--- src/rtl/k051962_layer_mixer.sv ---
// Three-stage layer mixer wrapped around the 256x4 priority PROM:
// S0 registers pixels and drives the PROM address, S1 samples PROM_Q, S2 drives the palette index.
module k051962_layer_mixer #(
  parameter int unsigned PROM_WAIT = 3,
  parameter int unsigned PIX_W     = 8
) (
  input  logic             CLK,
  input  logic             RST,
  input  logic             CE_PIX,
  input  logic [PIX_W-1:0] FIX_PIX,
  input  logic [PIX_W-1:0] VA_PIX,
  input  logic [PIX_W-1:0] VB_PIX,
  input  logic [PIX_W-1:0] OBJ_PIX,
  input  logic [2:0]       OBP,
  input  logic             BLANK_IN,
  output logic [7:0]       PROM_ADDR,
  output logic             PROM_EN1n,
  output logic             PROM_EN2n,
  input  logic [3:0]       PROM_Q,
  output logic [PIX_W+1:0] PAL_IDX,
  output logic             SHADOW,
  output logic             BLANK_OUT,
  output logic             TIMING_ERR
);

  localparam int unsigned CNT_W = (PROM_WAIT > 0) ? $clog2(PROM_WAIT + 1) : 1;
  localparam logic [CNT_W-1:0] WAIT_LOAD = CNT_W'(PROM_WAIT);

  logic             prom_en_n;
  logic [CNT_W-1:0] wait_cnt;

  logic             n_fix;
  logic             n_va;
  logic             n_vb;
  logic             n_obj;
  logic [7:0]       addr_next;

  logic [PIX_W-1:0] fix_s0;
  logic [PIX_W-1:0] va_s0;
  logic [PIX_W-1:0] vb_s0;
  logic [PIX_W-1:0] obj_s0;
  logic             blank_s0;

  logic [3:0]       q_s1;
  logic [PIX_W-1:0] fix_s1;
  logic [PIX_W-1:0] va_s1;
  logic [PIX_W-1:0] vb_s1;
  logic [PIX_W-1:0] obj_s1;
  logic             blank_s1;
  logic [PIX_W-1:0] sel_code;

  // A single register drives both enables so they can never disagree.
  always_ff @(posedge CLK) begin
    if (RST) begin
      prom_en_n <= 1'b1;
    end else begin
      prom_en_n <= 1'b0;
    end
  end

  assign PROM_EN1n = prom_en_n;
  assign PROM_EN2n = prom_en_n;

  always_comb begin
    n_fix     = (FIX_PIX[3:0] == 4'h0);
    n_va      = (VA_PIX[3:0]  == 4'h0);
    n_vb      = (VB_PIX[3:0]  == 4'h0);
    n_obj     = (OBJ_PIX[3:0] == 4'h0);
    addr_next = {1'b0, OBP[0], OBP[1], OBP[2], n_fix, n_obj, n_vb, n_va};
  end

  // Address is captured with the S0 pixel so it reads 0 out of reset and only moves on CE_PIX.
  always_ff @(posedge CLK) begin
    if (RST) begin
      PROM_ADDR <= '0;
      fix_s0    <= '0;
      va_s0     <= '0;
      vb_s0     <= '0;
      obj_s0    <= '0;
      blank_s0  <= 1'b1;
    end else if (CE_PIX) begin
      PROM_ADDR <= addr_next;
      fix_s0    <= FIX_PIX;
      va_s0     <= VA_PIX;
      vb_s0     <= VB_PIX;
      obj_s0    <= OBJ_PIX;
      blank_s0  <= BLANK_IN;
    end
  end

  always_ff @(posedge CLK) begin
    if (RST) begin
      wait_cnt   <= '0;
      TIMING_ERR <= 1'b0;
    end else if (CE_PIX) begin
      if (wait_cnt != '0) begin
        TIMING_ERR <= 1'b1;
      end
      wait_cnt <= WAIT_LOAD;
    end else if (wait_cnt != '0) begin
      wait_cnt <= wait_cnt - CNT_W'(1);
    end
  end

  always_ff @(posedge CLK) begin
    if (RST) begin
      q_s1     <= '0;
      fix_s1   <= '0;
      va_s1    <= '0;
      vb_s1    <= '0;
      obj_s1   <= '0;
      blank_s1 <= 1'b1;
    end else if (CE_PIX) begin
      q_s1     <= PROM_Q;
      fix_s1   <= fix_s0;
      va_s1    <= va_s0;
      vb_s1    <= vb_s0;
      obj_s1   <= obj_s0;
      blank_s1 <= blank_s0;
    end
  end

  always_comb begin
    sel_code = fix_s1;
    case (q_s1[1:0])
      2'd0:    sel_code = fix_s1;
      2'd1:    sel_code = va_s1;
      2'd2:    sel_code = vb_s1;
      default: sel_code = obj_s1;
    endcase
  end

  always_ff @(posedge CLK) begin
    if (RST) begin
      PAL_IDX   <= '0;
      SHADOW    <= 1'b0;
      BLANK_OUT <= 1'b1;
    end else if (CE_PIX) begin
      if (q_s1[3] || blank_s1) begin
        PAL_IDX <= '0;
        SHADOW  <= 1'b0;
      end else begin
        PAL_IDX <= {q_s1[1:0], sel_code};
        SHADOW  <= q_s1[2];
      end
      BLANK_OUT <= blank_s1;
    end
  end

endmodule

--- config.mk ---
export PLATFORM = sky130hd
export DESIGN_NAME = k051962_layer_mixer
export DESIGN_NICKNAME = d
export VERILOG_FILES = /design/src/rtl/k051962_layer_mixer.sv
export SDC_FILE = /design/constraint.sdc
export NUM_CORES = 1
export LEC_CHECK = 0
export CAP_MARGIN = 20
export CORE_AREA = 2 2 101 103
export CTS_CLUSTER_DIAMETER = 120
export DETAILED_ROUTE_END_ITERATION = 16
export DIE_AREA = 0 0 103 105
export SYNTH_ARGS = -nofsm -noshare
export SYNTH_HDL_FRONTEND = slang
export SYNTH_SLANG_ARGS = --single-unit
--- constraint.sdc ---
create_clock -name CLK -period 2.35 [get_ports CLK]
set_input_delay 0.47 -clock CLK [delete_from_list [all_inputs] [get_ports CLK]]
set_output_delay 0.47 -clock CLK [all_outputs]
set_load 0.02 [all_outputs]
==> metrics.txt, run 1 <==
setup bufs post-CTS 0; total track usage 13.3%; HPWL Detailed between 4000 and 5000 um; synth warn 0; Worst-Margin Slew 0.644 ns; CTS Buf Count 9; max-cap viol count 0; top cells by area, synth dfxtp_1 (53%), mux2i_1 (22%), nor2_1 (8.6%); WS Path Type flip-flop to output port; fin crit period 1.82 ns; main combinational cell family by area after synthesis multiplexers; Synth area leader dfxtp_1; Yosys top cell area share 53.2%; HP Class flip-flop to flip-flop; chip height ~110 um; initial antenna violation count 0; clock latency on the worst-skew pair 0.35 ns; # diodes 0; combinational power share 10.5%; first-pass iteration count of the detailed router 4; Pwr Density 698 nW/um2; Routed Antenna Nets 0; Slew HR between 50% and 60%; run status finished clean; first-pass GRT wire length 11300 um; Pins Over Slew Limit 0; Post-Synth XOR/XNOR Area less than 1%; P&R area growth vs syn 26.5%; synthesized netlist net count 361; Mapped Area 3500 um2; Startpoint Class flip-flop; ys flop type dfxtp_1; Final Hold Viols 0; CTS tree done; DR vias about 2300; initial core utilization 36.3%; RSZ-0062 raised after global routing false; non-filler cells, final 509; register clock-pin slew on the reported worst setup and hold paths 0.09 ns; CP Cell Sequence clkdlybuf4s50_1; Final Setup Violations 0; simple-gate share of the synthesized area ~11%; syn_area_per_cell between 10 and 15 um2; CP max FO 2; vias in the first global route 2206; list of most frequent post-synthesis cells dfxtp_1 (93), nor2_1 (80), mux2i_1 (76), a22o_1 (8), mux4_2 (8); routed wire length 6970 um; die footprint 10800 um2; PortBufs 64; maximum vdd drop 0.000254 V; H-tree depth 3; Remaining DRCs 0; most numerous cell in the Yosys netlist dfxtp_1; setup TNS 0 ns; Final nets 415; Crit. End Element output port; Psw 737 uW; Crit path largest cell delay 0.62 ns; core area 9640 um2; clk sinks 93; Post-Synthesis Cells 317; I/O Pins between 60 and 70; Cell Int Power 2.35 mW; cts repair resizes 0; 1st-iter DRT viols 71; largest net degree at the start of global routing 60; synthesis-stage register bit count 93; Worst Path Required about 1.9 ns; LEAKAGE ~1.8 nW; Synth Area in Compound Gates 3.61%; share of layout cells above drive strength 1 7.98%; sequential-to-total area share from yosys stat about 53%; Sw Share 23.9%; dpl cells between 400 and 500; Seq pwr share 54.9%; Post-synth EDFFs 0; Clock Path Buffers 2; CP arrival approximately 1.4 ns; Avg WL per Cell 13.7 um; root buffer cell clkbuf_8; final core occ 45.9%; crit path buf inv count 1; synth unique cells 22; # rows 36; fin crit share 77.3%; slowest CP cell clkdlybuf4s50_1; hold_buf cts 0; CP top delay family buffers and inverters; mux contribution to synthesized area 26.9%; Vias/cell 4.58; Die W 103 um; Final Skew around 0.012 ns; Power Total 3.09 mW; fmax 551 MHz; GRT overflow 0; Synth Area in Adders 0.358%; asr flop ratio synth 0%; Final Wtd Congestion 0.703; Clock power frac between 30 and 40%
## final cells by class
type,instances,area [um2]
clock buffers,11,141
clock inverters,5,60.1
fillers,929,5210
inverters,3,11.3
multi-input cells,197,1490
flip-flops and latches,93,1860
well taps,133,166
repair buffers,67,693
## metal layers
metal / up-vias / wire, um / track usage [%]
met1: 1092 / 3570 / 19.5
li1: 1190 / - / -
met3: 6 / 310 / 2.74
met5: - / 0 / 0
met2: 42 / 3020 / 18.8
met4: 0 / 68 / 5.08
## logic make-up (layout without fill, tap and decap cells)
logic type	count (synthesis)	count (layout)
AO/OA/AOI/OAI	16	16
XOR/XNOR	1	1
adder cells (fa/ha/maj)	1	1
buffers and inverters	27	86
flip-flops	93	93
multiplexers	84	84
other	1	1
AND/OR/NAND/NOR	94	94
## registers in the layout, summed over array words and instances (netlist names)
name        count
BLANK_OUT       1
blank_s0        1
PROM_ADDR       7
wait_cnt        2
vb_s1           8
q_s1            4
PROM_EN1n       1
PAL_IDX        10
vb_s0           8
TIMING_ERR      1
obj_s0          8
obj_s1          8
blank_s1        1
fix_s0          8
SHADOW          1
va_s0           8
va_s1           8
fix_s1          8
## power groups by stage
| stage | clock [mW] | sequential, mW | combinational, mW |
|---|---|---|---|
| after floorplan | 0 | 1.72 | 0.208 |
| after global placement | 0 | 1.73 | 0.325 |
| after detailed placement | 0 | 1.73 | 0.330 |
| after CTS | 1.10 | 1.70 | 0.331 |
| after global routing | 1.16 | 1.71 | 0.357 |
| final | 1.07 | 1.70 | 0.326 |
## metrics by stage
| stage | hold WS (ns) | worst slack (ns) | cell area (um2) |
|---|---|---|---|
| finish | 0.471 | 0.535 | 4430 |
| detailed placement | 0.450 | 0.606 | 4230 |
| global placement | 0.442 | 0.633 | 4230 |
| floorplan | 0.431 | 1.04 | 3500 |
| CTS | 0.477 | 0.519 | 4430 |
| global route | 0.485 | 0.492 | 4430 |
## cells in the final DEF (no fill, tap or decap), drive strengths merged
| cell type | instances |
|---|---|
| dfxtp | 93 |
| nor2 | 80 |
| mux2i | 76 |
| clkdlybuf4s50 | 62 |
| clkbuf | 11 |
| mux4 | 8 |
| a22o | 8 |
| buf | 5 |
| a21oi | 4 |
| nor4 | 4 |
| clkinvlp | 4 |
| inv | 3 |
| nand2b | 3 |
| nand3 | 3 |
| nor2b | 3 |
| a211o | 3 |
| xnor2 | 1 |
| nor4b | 1 |
| o21ba | 1 |
| ha | 1 |
| conb | 1 |
| bufinv | 1 |
## worst paths after layout
check,slack [ns],cells past startpoint,to,start
worst max-delay path,0.53,1,PAL_IDX[1],PAL_IDX[1]$_SDFFE_PP0P_
worst min-delay path,0.47,1,blank_s1$_SDFFE_PP1P_,blank_s0$_SDFFE_PP1P_
worst max register to register,0.68,2,PAL_IDX[7]$_SDFFE_PP0P_,q_s1[0]$_SDFFE_PP0P_
worst min register to register,0.47,1,blank_s1$_SDFFE_PP1P_,blank_s0$_SDFFE_PP1P_
(Power assumes the default switching activity.)
==> inputs of run 2 (changes only) <==
==> constraint.sdc (replaced) <==
create_clock -name CLK -period 1.9 [get_ports CLK]
set_input_delay 0.38 -clock CLK [delete_from_list [all_inputs] [get_ports CLK]]
set_output_delay 0.38 -clock CLK [all_outputs]
set_load 0.02 [all_outputs]
==> metrics.txt, run 2 (same netlist as run 1, synthesis figures left out) <==
core area 9640 um2; Routed Antenna Nets 0; Pwr Density between 800 and 900 nW/um2; Final Skew 0.00473 ns; Worst Setup SP PAL_IDX[0]$_SDFFE_PP0P_; Die W 103 um; slowest CP cell clkdlybuf4s50_1; first-pass iteration count of the detailed router 4; Avg WL per Cell 13.6 um; CP top delay family buffers and inverters; Multi-input gate area 1490 um2; cts repair resizes 0; CP max FO 2; clk sinks 93; Remaining DRCs 0; Clock Path Buffers 2; largest net degree at the start of global routing 46; routed wire length 6930 um; H-tree depth 3; PortBufs 64; commonest non-fill, non-tap cell in the layout dfxtp_1; Crit. End Element output port; share of layout cells above drive strength 1 8.20%; DR vias between 2000 and 2500; CTS tree done; # rows 36; setup bufs post-CTS 0; total track usage 13.7%; I/O Pins 66; Pins Over Slew Limit 0; Worst path depth 1; Seq pwr share 56.5%; root buffer cell clkbuf_8; Sw Share 24.1%; 1st-iter DRT viols 88; # diodes 0; FF-to-FF Start q_s1[0]$_SDFFE_PP0P_; CP arrival 1.36 ns; RSZ-0062 raised after global routing false; worst r2r path cells 3; FF+latch area 1860 um2; fin crit period 1.74 ns; Crit path largest cell delay 0.63 ns; maximum vdd drop 0.000282 V; Final Hold Viols 0; CTS Buf Count 9; CP Cell Sequence clkdlybuf4s50_1; Critical Path Sink PAL_IDX[0]; Startpoint Class flip-flop; Worst Path Required around 1.5 ns; most frequent cells in the layout dfxtp_1 (93), nor2_1 (80), mux2i_1 (76); first-pass GRT wire length 11500 um; fmax 575 MHz; Cell Int Power 2.81 mW; Final nets 417; max reg flops 10; HPWL Detailed between 4000 and 5000 um; Top reg by flops PAL_IDX; Worst-Margin Slew 0.541 ns; max-cap viol count 0; vias in the first global route 2250; setup TNS 0 ns; R2R setup slack 0.43 ns; HP Class input port to flip-flop; Clock power frac 32.4%; initial antenna violation count 0; die footprint roughly 11000 um2; GRT overflow 0; P&R area growth vs syn 26.3%; Final Setup Violations 0; chip height roughly 110 um; Slew HR 63.8%; Psw about 900 uW; dpl cells 495; RR Endpoint PAL_IDX[2]$_SDFFE_PP0P_; filler instances ~940; fin crit share 91.6%; run status finished clean; initial core utilization between 30% and 40%; Final Wtd Congestion 0.718; clock latency on the worst-skew pair 0.35 ns; LEAKAGE 1.84 nW; combinational power share 11.1%; hold_buf cts 0; register clock-pin slew on the reported worst setup and hold paths 0.09 ns; crit path buf inv count 1; Vias/cell about 4.6; non-filler cells, final roughly 500; WS Path Type flip-flop to output port
-- run 2: changes by cell type in the layout (fill, tap and decap cells not counted) --
cell / before / now
clkbuf_1: 1 / 2
clkinvlp_4: 4 / 2
clkinv_2: 0 / 1
bufinv_16: 1 / 0
buf_4: 1 / 3
clkbuf_8: 10 / 11
-- run 2: layout make-up --
type | count | area share (%)
clock buffer | 13 | 3.59
clock inverter | 3 | 0.453
inverter | 3 | 0.255
multi-input combinational | 197 | 33.8
sequential | 93 | 42.1
tap | 133 | 3.76
timing repair buffer | 69 | 16.0
-- run 2: worst min path at each step --
stage | startpoint | endpoint | slack, ns | cells after the start
2_1_floorplan | RST | PROM_EN1n$_DFF_P_ | 0.41 | 0
3_3_place_gp | TIMING_ERR$_SDFFE_PP0P_ | TIMING_ERR$_SDFFE_PP0P_ | 0.45 | 2
3_5_place_dp | TIMING_ERR$_SDFFE_PP0P_ | TIMING_ERR$_SDFFE_PP0P_ | 0.46 | 2
4_1_cts | RST | PROM_EN1n$_DFF_P_ | 0.34 | 1
5_1_grt | RST | PROM_EN1n$_DFF_P_ | 0.36 | 1
6_report | RST | PROM_EN1n$_DFF_P_ | 0.36 | 1
-- run 2: layer usage --
metal  GRT usage [%]  vias to the layer above  wire length (um)  part of all wire, %
li1                -                     1191                 -                    -
met1            20.1                     1115              3490                   50
met2            18.5                       55              2970                   43
met3            4.01                       10               342                  4.9
met4            5.73                        0               126                  1.8
met5               0                        -                 0                    0
-- run 2: per-stage QoR --
| stage | cell area [um2] | setup slack, ns | hold WS (ns) | power [mW] | util (%) |
|---|---|---|---|---|---|
| detailed placement | 4240 | 0.425 | 0.460 | 2.55 | 44.0 |
| global route | 4420 | 0.125 | 0.361 | 3.88 | 45.9 |
| finish | 4420 | 0.160 | 0.356 | 3.70 | 45.9 |
| global placement | 4240 | 0.469 | 0.451 | 2.54 | 44.0 |
| floorplan | 3500 | 0.612 | 0.408 | 2.38 | - |
| CTS | 4420 | 0.145 | 0.343 | 3.76 | 45.9 |
-- run 2: power groups by stage --
stage / sequential (mW) / combinational (mW) / clock, mW
floorplan: 2.13 / 0.257 / 0
global placement: 2.14 / 0.406 / 0
detailed placement: 2.14 / 0.414 / 0
CTS: 2.09 / 0.416 / 1.25
global route: 2.11 / 0.451 / 1.32
finish: 2.09 / 0.410 / 1.20
